===== config.mk =====
export PLATFORM = sky130hd
export DESIGN_NAME = periph_bus_arbiter
export DESIGN_NICKNAME = d
export VERILOG_FILES = /design/src/rtl/periph_bus_arbiter.sv
export SDC_FILE = /design/constraint.sdc
export NUM_CORES = 1
export LEC_CHECK = 0
export ABC_AREA = 1
export BUFFER_PORTS_ARGS = -buffer_cell sky130_fd_sc_hd__buf_2
export CORE_AREA = 2 2 141 143
export DETAILED_ROUTE_END_ITERATION = 16
export DIE_AREA = 0 0 143 145
export PLACE_DENSITY_LB_ADDON = 0.2
export SYNTH_ARGS = -nofsm -noshare
export SYNTH_HDL_FRONTEND = slang
export SYNTH_SLANG_ARGS = --single-unit

===== constraint.sdc =====
create_clock -name clk -period 3.2 [get_ports clk]
set_input_delay 0.48 -clock clk [delete_from_list [all_inputs] [get_ports clk]]
set_output_delay 0.48 -clock clk [all_outputs]
set_load 0.005 [all_outputs]

===== src/rtl/periph_bus_arbiter.sv =====
// Two-master round-robin arbiter in front of a shared peripheral port.
// Allows one outstanding transaction at a time and has an optional response timeout.
module periph_bus_arbiter #(
  parameter int                    ADDR_WIDTH   = 32,
  parameter int                    DATA_WIDTH   = 32,
  parameter int                    BE_WIDTH     = DATA_WIDTH/8,
  parameter int                    ID_WIDTH     = 10,
  parameter int                    TIMEOUT      = 255,
  parameter logic [DATA_WIDTH-1:0] TIMEOUT_DATA = DATA_WIDTH'(32'hDEAD_BEEF)
) (
  input  logic                  clk,
  input  logic                  rst_i,
  input  logic                  m0_req_i,
  input  logic [ADDR_WIDTH-1:0] m0_add_i,
  input  logic                  m0_wen_i,
  input  logic [DATA_WIDTH-1:0] m0_wdata_i,
  input  logic [BE_WIDTH-1:0]   m0_be_i,
  input  logic [ID_WIDTH-1:0]   m0_id_i,
  input  logic                  m1_req_i,
  input  logic [ADDR_WIDTH-1:0] m1_add_i,
  input  logic                  m1_wen_i,
  input  logic [DATA_WIDTH-1:0] m1_wdata_i,
  input  logic [BE_WIDTH-1:0]   m1_be_i,
  input  logic [ID_WIDTH-1:0]   m1_id_i,
  output logic                  m0_gnt_o,
  output logic                  m0_r_valid_o,
  output logic [DATA_WIDTH-1:0] m0_r_rdata_o,
  output logic [ID_WIDTH-1:0]   m0_r_id_o,
  output logic                  m0_r_err_o,
  output logic                  m1_gnt_o,
  output logic                  m1_r_valid_o,
  output logic [DATA_WIDTH-1:0] m1_r_rdata_o,
  output logic [ID_WIDTH-1:0]   m1_r_id_o,
  output logic                  m1_r_err_o,
  output logic                  s_req_o,
  output logic [ADDR_WIDTH-1:0] s_add_o,
  output logic                  s_wen_o,
  output logic [DATA_WIDTH-1:0] s_wdata_o,
  output logic [BE_WIDTH-1:0]   s_be_o,
  input  logic                  s_gnt_i,
  input  logic                  s_r_valid_i,
  input  logic [DATA_WIDTH-1:0] s_r_rdata_i,
  output logic                  busy_o,
  output logic                  timeout_o
);

  typedef enum logic {IDLE, BUSY} state_t;

  localparam bit          TO_EN    = (TIMEOUT != 0);
  localparam logic [15:0] CNT_LAST = 16'(TIMEOUT - 1);

  state_t              state_q, state_d;
  logic                rr_q, rr_d;
  logic                owner_q, owner_d;
  logic [ID_WIDTH-1:0] id_q, id_d;
  logic [15:0]         cnt_q, cnt_d;

  logic                  any_req, winner;
  logic                  resp_vld, resp_err;
  logic [DATA_WIDTH-1:0] resp_data;

  assign any_req = m0_req_i | m1_req_i;
  // rr_q only breaks ties; a lone requester always wins
  assign winner  = (m0_req_i & m1_req_i) ? rr_q : m1_req_i;

  always_ff @(posedge clk or posedge rst_i) begin
    if (rst_i) begin
      state_q <= IDLE;
      rr_q    <= 1'b0;
      owner_q <= 1'b0;
      id_q    <= '0;
      cnt_q   <= '0;
    end else begin
      state_q <= state_d;
      rr_q    <= rr_d;
      owner_q <= owner_d;
      id_q    <= id_d;
      cnt_q   <= cnt_d;
    end
  end

  always_comb begin
    state_d   = state_q;
    rr_d      = rr_q;
    owner_d   = owner_q;
    id_d      = id_q;
    cnt_d     = cnt_q;
    s_req_o   = 1'b0;
    s_add_o   = '0;
    s_wen_o   = 1'b0;
    s_wdata_o = '0;
    s_be_o    = '0;
    m0_gnt_o  = 1'b0;
    m1_gnt_o  = 1'b0;
    busy_o    = 1'b0;
    timeout_o = 1'b0;
    resp_vld  = 1'b0;
    resp_err  = 1'b0;
    resp_data = '0;
    // outputs are forced low for the whole time reset is held, not just at the edge
    if (!rst_i) begin
      case (state_q)
        IDLE: begin
          s_req_o   = any_req;
          s_add_o   = winner ? m1_add_i   : m0_add_i;
          s_wen_o   = winner ? m1_wen_i   : m0_wen_i;
          s_wdata_o = winner ? m1_wdata_i : m0_wdata_i;
          s_be_o    = winner ? m1_be_i    : m0_be_i;
          if (any_req && s_gnt_i) begin
            m0_gnt_o = ~winner;
            m1_gnt_o = winner;
            owner_d  = winner;
            id_d     = winner ? m1_id_i : m0_id_i;
            rr_d     = ~winner;
            cnt_d    = '0;
            state_d  = BUSY;
          end
        end
        BUSY: begin
          busy_o = 1'b1;
          if (s_r_valid_i) begin
            resp_vld  = 1'b1;
            resp_data = s_r_rdata_i;
            cnt_d     = '0;
            state_d   = IDLE;
          end else if (TO_EN && cnt_q == CNT_LAST) begin
            resp_vld  = 1'b1;
            resp_err  = 1'b1;
            resp_data = TIMEOUT_DATA;
            timeout_o = 1'b1;
            cnt_d     = '0;
            state_d   = IDLE;
          end else if (TO_EN) begin
            cnt_d = cnt_q + 16'd1;
          end
        end
        default: state_d = IDLE;
      endcase
    end
  end

  always_comb begin
    m0_r_valid_o = resp_vld & ~owner_q;
    m1_r_valid_o = resp_vld & owner_q;
    m0_r_err_o   = resp_err & ~owner_q;
    m1_r_err_o   = resp_err & owner_q;
    m0_r_rdata_o = m0_r_valid_o ? resp_data : '0;
    m1_r_rdata_o = m1_r_valid_o ? resp_data : '0;
    m0_r_id_o    = m0_r_valid_o ? id_q : '0;
    m1_r_id_o    = m1_r_valid_o ? id_q : '0;
  end

endmodule


Word level (Yosys, flattened, before mapping):

Index checks and enable logic that the tools add are counted.

* word-level logic and storage cells: 68
* register bits: 29
* input port bits: 196

* bitwise operators: 10
* add/subtract/negate cells: 1
* reduce and logical (&&, ||, !) cells: 3
* equality and inequality tests: 2
* muxes and demuxes: 47

Operators with widths (number)
* $mux 32: 12
* $mux 16: 3
* $pmux 16 s2: 1
* $mux 10: 3
* $mux 1: 24
* $add 16x1->16 const B: 1
* $eq 16x8->1 const B: 1
* $mux 4: 3
* $and 1x1->1: 5
* $not 1->1: 4
* $reduce_and 3->1: 1
* $ne 2x2->1 const B: 1
* $pmux 1 s2: 1
* $reduce_and 2->1: 1
* $logic_and 1x1->1: 1
* $or 1x1->1: 1

Longest topological paths before layout:

* word-level depth: 7
* mapped depth: 9

Worst setup path before layout:

No wires, ideal clock.

* path kind: reg2out
* from: register cnt_q[0]
* to: output port m1_r_id_o[0]
* buffers on the path: 1
* setup slack: 1349 ps
* stages on the path, launching flop included: 10
* data arrival time: 1371 ps
* data required time: 2720 ps
* cell sequence: dfrtp_1 inv_1 ha_1 nand3_1 nor2_1 nand2_1 nand2_1 nand3_2 buf_2 nor2_1

* longest elaborated chain between the ends: 7

RTL lines
* start: declaration: RTL line 56 `logic [15:0] cnt_q, cnt_d;`
* start signal: assignment: RTL line 78 `cnt_q <= cnt_d;`
* $eq 16x8->1: RTL line 126 `end else if (TO_EN && cnt_q == CNT_LAST) begin`
* $mux 1: RTL line 126
* $mux 1: RTL line 121 `if (s_r_valid_i) begin`
* $mux 1: RTL line 102 `case (state_q)`
* $mux 1: RTL line 101 `if (!rst_i) begin`
* $and 1x1->1: RTL line 144 `m1_r_valid_o = resp_vld & owner_q;`
* $mux 10: RTL line 150 `m1_r_id_o = m1_r_valid_o ? id_q : '0;`
* end: declaration: RTL line 33 `output logic [ID_WIDTH-1:0] m1_r_id_o,`

No other way between the ends.

Worst setup path after layout:

* from: register cnt_q[0]
* to: output port m0_r_rdata_o[3]

* longest elaborated chain between the ends: 7

RTL lines
* $eq 16x8->1 *: RTL line 126
* $mux 1: RTL line 126
* $mux 1: RTL line 121
* $mux 1: RTL line 102
* $mux 1: RTL line 101
* $and 1x1->1: RTL line 143 `m0_r_valid_o = resp_vld & ~owner_q;`
* $mux 32 *: RTL line 147 `m0_r_rdata_o = m0_r_valid_o ? resp_data : '0;`
* end: declaration: RTL line 27 `output logic [DATA_WIDTH-1:0] m0_r_rdata_o,`

Mark *: on every way between the ends. The rest lies on a longest branch, timed or not.

==> run summary <==
FLOORPLAN
------------------------------------------------------------------------------------------------------
Initial cell density of the core ........................................................       17.30%
Y dimension of the die ..................................................................       145 µm
Placeable Area ..........................................................................    19210 µm²
Die span in x ...........................................................................       143 µm
Count of standard-cell rows .............................................................           51
Die area ................................................................................    20740 µm²
Number of top-level pins ................................................................          358

SYNTH
------------------------------------------------------------------------------------------------------
Post-synthesis cell type count ..........................................................           24
Synthesis warning total .................................................................            0
Area fraction of the dominant cell type after synthesis .................................       28.14%
Synth async-reset ratio .................................................................       100.0%
Sequential share of the synthesized area ................................................       21.85%
Post-synthesis instance total ...........................................................          646
Average cell area after synthesis .......................................................    5.142 µm²
Synth Flop Type ......................................................................... sky130_fd_sc_hd__dfrtp_1
Flip-flop and latch count after synthesis ...............................................           29
Number of enable flip-flop cells after synthesis ........................................            0
Syn_nets ................................................................................          844
Post-Synthesis Cell Area ................................................................     3322 µm²
Leading cell types by total area after synthesis ........................................ sky130_fd_sc_hd__nor2_1 (28%), sky130_fd_sc_hd__dfrtp_1 (22%), sky130_fd_sc_hd__nand2_1 (16%)
Leading area contributor after synthesis ................................................ sky130_fd_sc_hd__nor2_1

STA
------------------------------------------------------------------------------------------------------
RSZ-0062 raised after global routing ....................................................           no
Final-report setup violation count ......................................................            0
Tightest slew margin relative to the limit ..............................................       41.82%
Setup TNS ...............................................................................         0 ns
Fmax ....................................................................................    371.9 MHz
Time the worst path needs with I/O delays and setup .....................................     2.689 ns
Number of max-slew violations in the final report .......................................            0
Final worst clock skew ..................................................................  0.006106 ns
Period utilisation layout ...............................................................       84.03%
Transition at the pin with the smallest max-transition slack ............................    0.8694 ns
Final hold violation count ..............................................................            0

GRT
------------------------------------------------------------------------------------------------------
Via count of the first global-routing pass ..............................................         4803
Final global-route overflow total .......................................................            0
Maximum number of pins on one net before global-route repair ............................           70
Antenna violations before repair ........................................................            0
GRT Resource Usage Total ................................................................       17.01%
First-pass GRT wire length ..............................................................     27210 µm

WORST SETUP PATH
------------------------------------------------------------------------------------------------------
Startpoint kind of the worst setup timing path ..........................................     register
Max FO, Critical Path ...................................................................           24
Arr. time, crit path ....................................................................      2.21 ns
Combined buffer and inverter count along the critical path ..............................            3
Crit path cell chain .................................................................... inv_1 -> ha_1 -> nand3_1 -> nor2_1 -> nand2_1 -> nand2_1 -> nand3_2 -> buf_12 -> nor2_1 -> buf_2
CP Capture Type ......................................................................... primary output
Category of the critical setup timing path .............................................. register to primary output
Required time at the worst-slack endpoint ...............................................      2.72 ns
Critical-path cell with the highest stage delay ......................................... sky130_fd_sc_hd__dfrtp_1
Biggest cell delay along the critical path ..............................................      0.41 ns
Critical path's top delay family ........................................................ simple AND/OR/NAND/NOR gates

CLOCK NETWORK
------------------------------------------------------------------------------------------------------
Sinks on Clock Net ......................................................................           29
Number of resized instances in the post-cts repair step .................................            0
Number of H-tree branching levels .......................................................            2
Latest clock arrival within the worst-skew pair .........................................      0.28 ns
Number of post-CTS setup repair buffers .................................................            0
Hold Buf Count CTS ......................................................................            0
Max clock buf depth .....................................................................            2
Clock buffer count from CTS .............................................................            5
CTS Root Buffer Type .................................................................... sky130_fd_sc_hd__clkbuf_16
CTS tree ................................................................................         done
Clock transition at the register clock pins on the worst setup and hold paths after CTS .      0.05 ns

ROUTE
------------------------------------------------------------------------------------------------------
Iteration-0 DRC count of the detailed router ............................................          207
Wire length per cell after detailed routing .............................................     14.85 µm
Wire length after detailed routing ......................................................     18560 µm
Number of vias per cell .................................................................        4.090
Count of nets left with antenna violations after detail routing .........................            0
Detailed-route DRC error count ..........................................................            0
Via count ...............................................................................         5112
Number of optimization iterations in the first detailed-route pass ......................            7

PLACEMENT
------------------------------------------------------------------------------------------------------
GPL Wtd Cong ............................................................................       0.9110
Port-buffer cells .......................................................................          357
Detailed placement HPWL .................................................................     15410 µm

WORST HOLD PATH
------------------------------------------------------------------------------------------------------
Worst Hold Class ........................................................................ input pin to asynchronous set/reset pin

FINISH
------------------------------------------------------------------------------------------------------
Share of cells above drive strength 1 ...................................................       40.41%
Most common library cell in the layout ignoring fill and taps ........................... sky130_fd_sc_hd__buf_2
Relative area change from synthesis to final layout .....................................       68.36%
Count of filler cells inserted in the layout ............................................         2248
Antenna diode count .....................................................................            0
Most used cells in the layout excluding fill and tap cells .............................. sky130_fd_sc_hd__buf_2 (357), sky130_fd_sc_hd__nor2_1 (249), sky130_fd_sc_hd__nand2_1 (140)
Net count reported at finish ............................................................         1183

POWER
------------------------------------------------------------------------------------------------------
Leakage .................................................................................     3.362 nW
Worst voltage drop across the vdd grid ..................................................     225.2 µV
Overall power consumption ...............................................................   0.001934 W
Power density relative to cell area ..................................................... 345.7 nW/µm²

RUN
------------------------------------------------------------------------------------------------------
Number of maximum-capacitance constraint violations .....................................            0

STATUS
------------------------------------------------------------------------------------------------------
Status .................................................................................. finished, final reports clean

[worst reg2reg max path: stages, from the launching register on]
cell,delay [ns]
sky130_fd_sc_hd__dfrtp_1,0.35
sky130_fd_sc_hd__inv_1,0.08
sky130_fd_sc_hd__nand2_1,0.07
sky130_fd_sc_hd__nand2_2,0.22
sky130_fd_sc_hd__inv_2,0.27
sky130_fd_sc_hd__buf_12,0.24
sky130_fd_sc_hd__nor2_1,0.16
sky130_fd_sc_hd__buf_4,0.22
sky130_fd_sc_hd__nand2_1,0.08
sky130_fd_sc_hd__nand3_1,0.08
[cells by family (layout without fill, tap and decap cells)]
group | after synthesis | after routing | share of synthesized area [%]
AND/OR/NAND/NOR | 427 | 427 | 50.92
buffers and inverters | 95 | 434 | 11.34
AO/OA/AOI/OAI | 86 | 86 | 13.30
flip-flops | 29 | 29 | 21.85
XOR/XNOR | 7 | 7 | 1.846
adder cells (fa/ha/maj) | 2 | 2 | 0.7532
[worst paths after layout]
check                      slack (ns)  startpoint              end  cells past startpoint
setup / recovery                 0.51    cnt_q[0]  m0_r_rdata_o[3]                     10
hold / removal                   0.33       rst_i          owner_q                      2
setup reg to reg                 1.36        rr_q          id_q[2]                      9
hold reg to reg                  0.49     id_q[0]          id_q[0]                      2
max in group asynchronous        2.22       rst_i         cnt_q[7]                      3
min in group clk                 0.41  m1_id_i[8]          id_q[8]                      3
[registers in the layout, summed over array words and instances, names as in the netlist]
name / cells
cnt_q: 16
id_q: 10
owner_q: 1
rr_q: 1
state_q: 1
[Yosys cell counts (all sizes together), types with 3 or more instances]
cell type / number
nand4: 3
o21ai: 80
nand2: 141
nor3: 3
xnor2: 4
buf: 16
nor2: 254
clkbuf: 22
nand3: 26
inv: 56
xor2: 3
dfrtp: 29
[layout make-up]
class / count / area [µm²] / share of cell area [%]
Timing Repair Buffer: 370 / 1934 / 34.59
Clock inverter: 2 / 35.03 / 0.6264
Sequential cell: 29 / 725.7 / 12.98
Inverter: 57 / 214.0 / 3.826
Clock buffer: 5 / 125.1 / 2.237
Multi-Input combinational cell: 522 / 2227 / 39.82
Tap cell: 265 / 331.6 / 5.928
[per-stage QoR]
step / instances / cell area (µm²) / setup slack, ns / utilization, % / hold slack [ns]
6_report: 1250 / 5593 / 0.5111 / 29.12 / 0.3299
5_1_grt: 1250 / 5593 / 0.3249 / 29.12 / 0.3862
4_1_cts: 1250 / 5593 / 0.4984 / 29.12 / 0.3481
3_5_place_dp: 1243 / 5433 / 0.7754 / 28.28 / 0.4857
3_3_place_gp: 1243 / 5433 / 0.7809 / 28.28 / 0.4834
2_1_floorplan: 646 / 3322 / 1.349 / - / 0.4651
[routing by layer]
metal	vias up	global-route usage [%]	part of all wire (%)	wire length, µm
met3	14	5.611	10	1903
met5	-	0	0	0
met4	0	3.614	1.2	226
met2	213	28.59	46	8607
met1	2226	21.07	42	7823
li1	2659	-	-	-
[power breakdown]
part | switching [W] | internal, W | leakage (nW) | total, W
sequential | 0.0000427 | 0.000440 | 0.380 | 0.000482
combinational | 0.000572 | 0.000357 | 2.90 | 0.000929
clock | 0.000162 | 0.000360 | 0.0797 | 0.000523
total | 0.000777 | 0.00116 | 3.36 | 0.00193
Power figures use the tool's default switching activity.
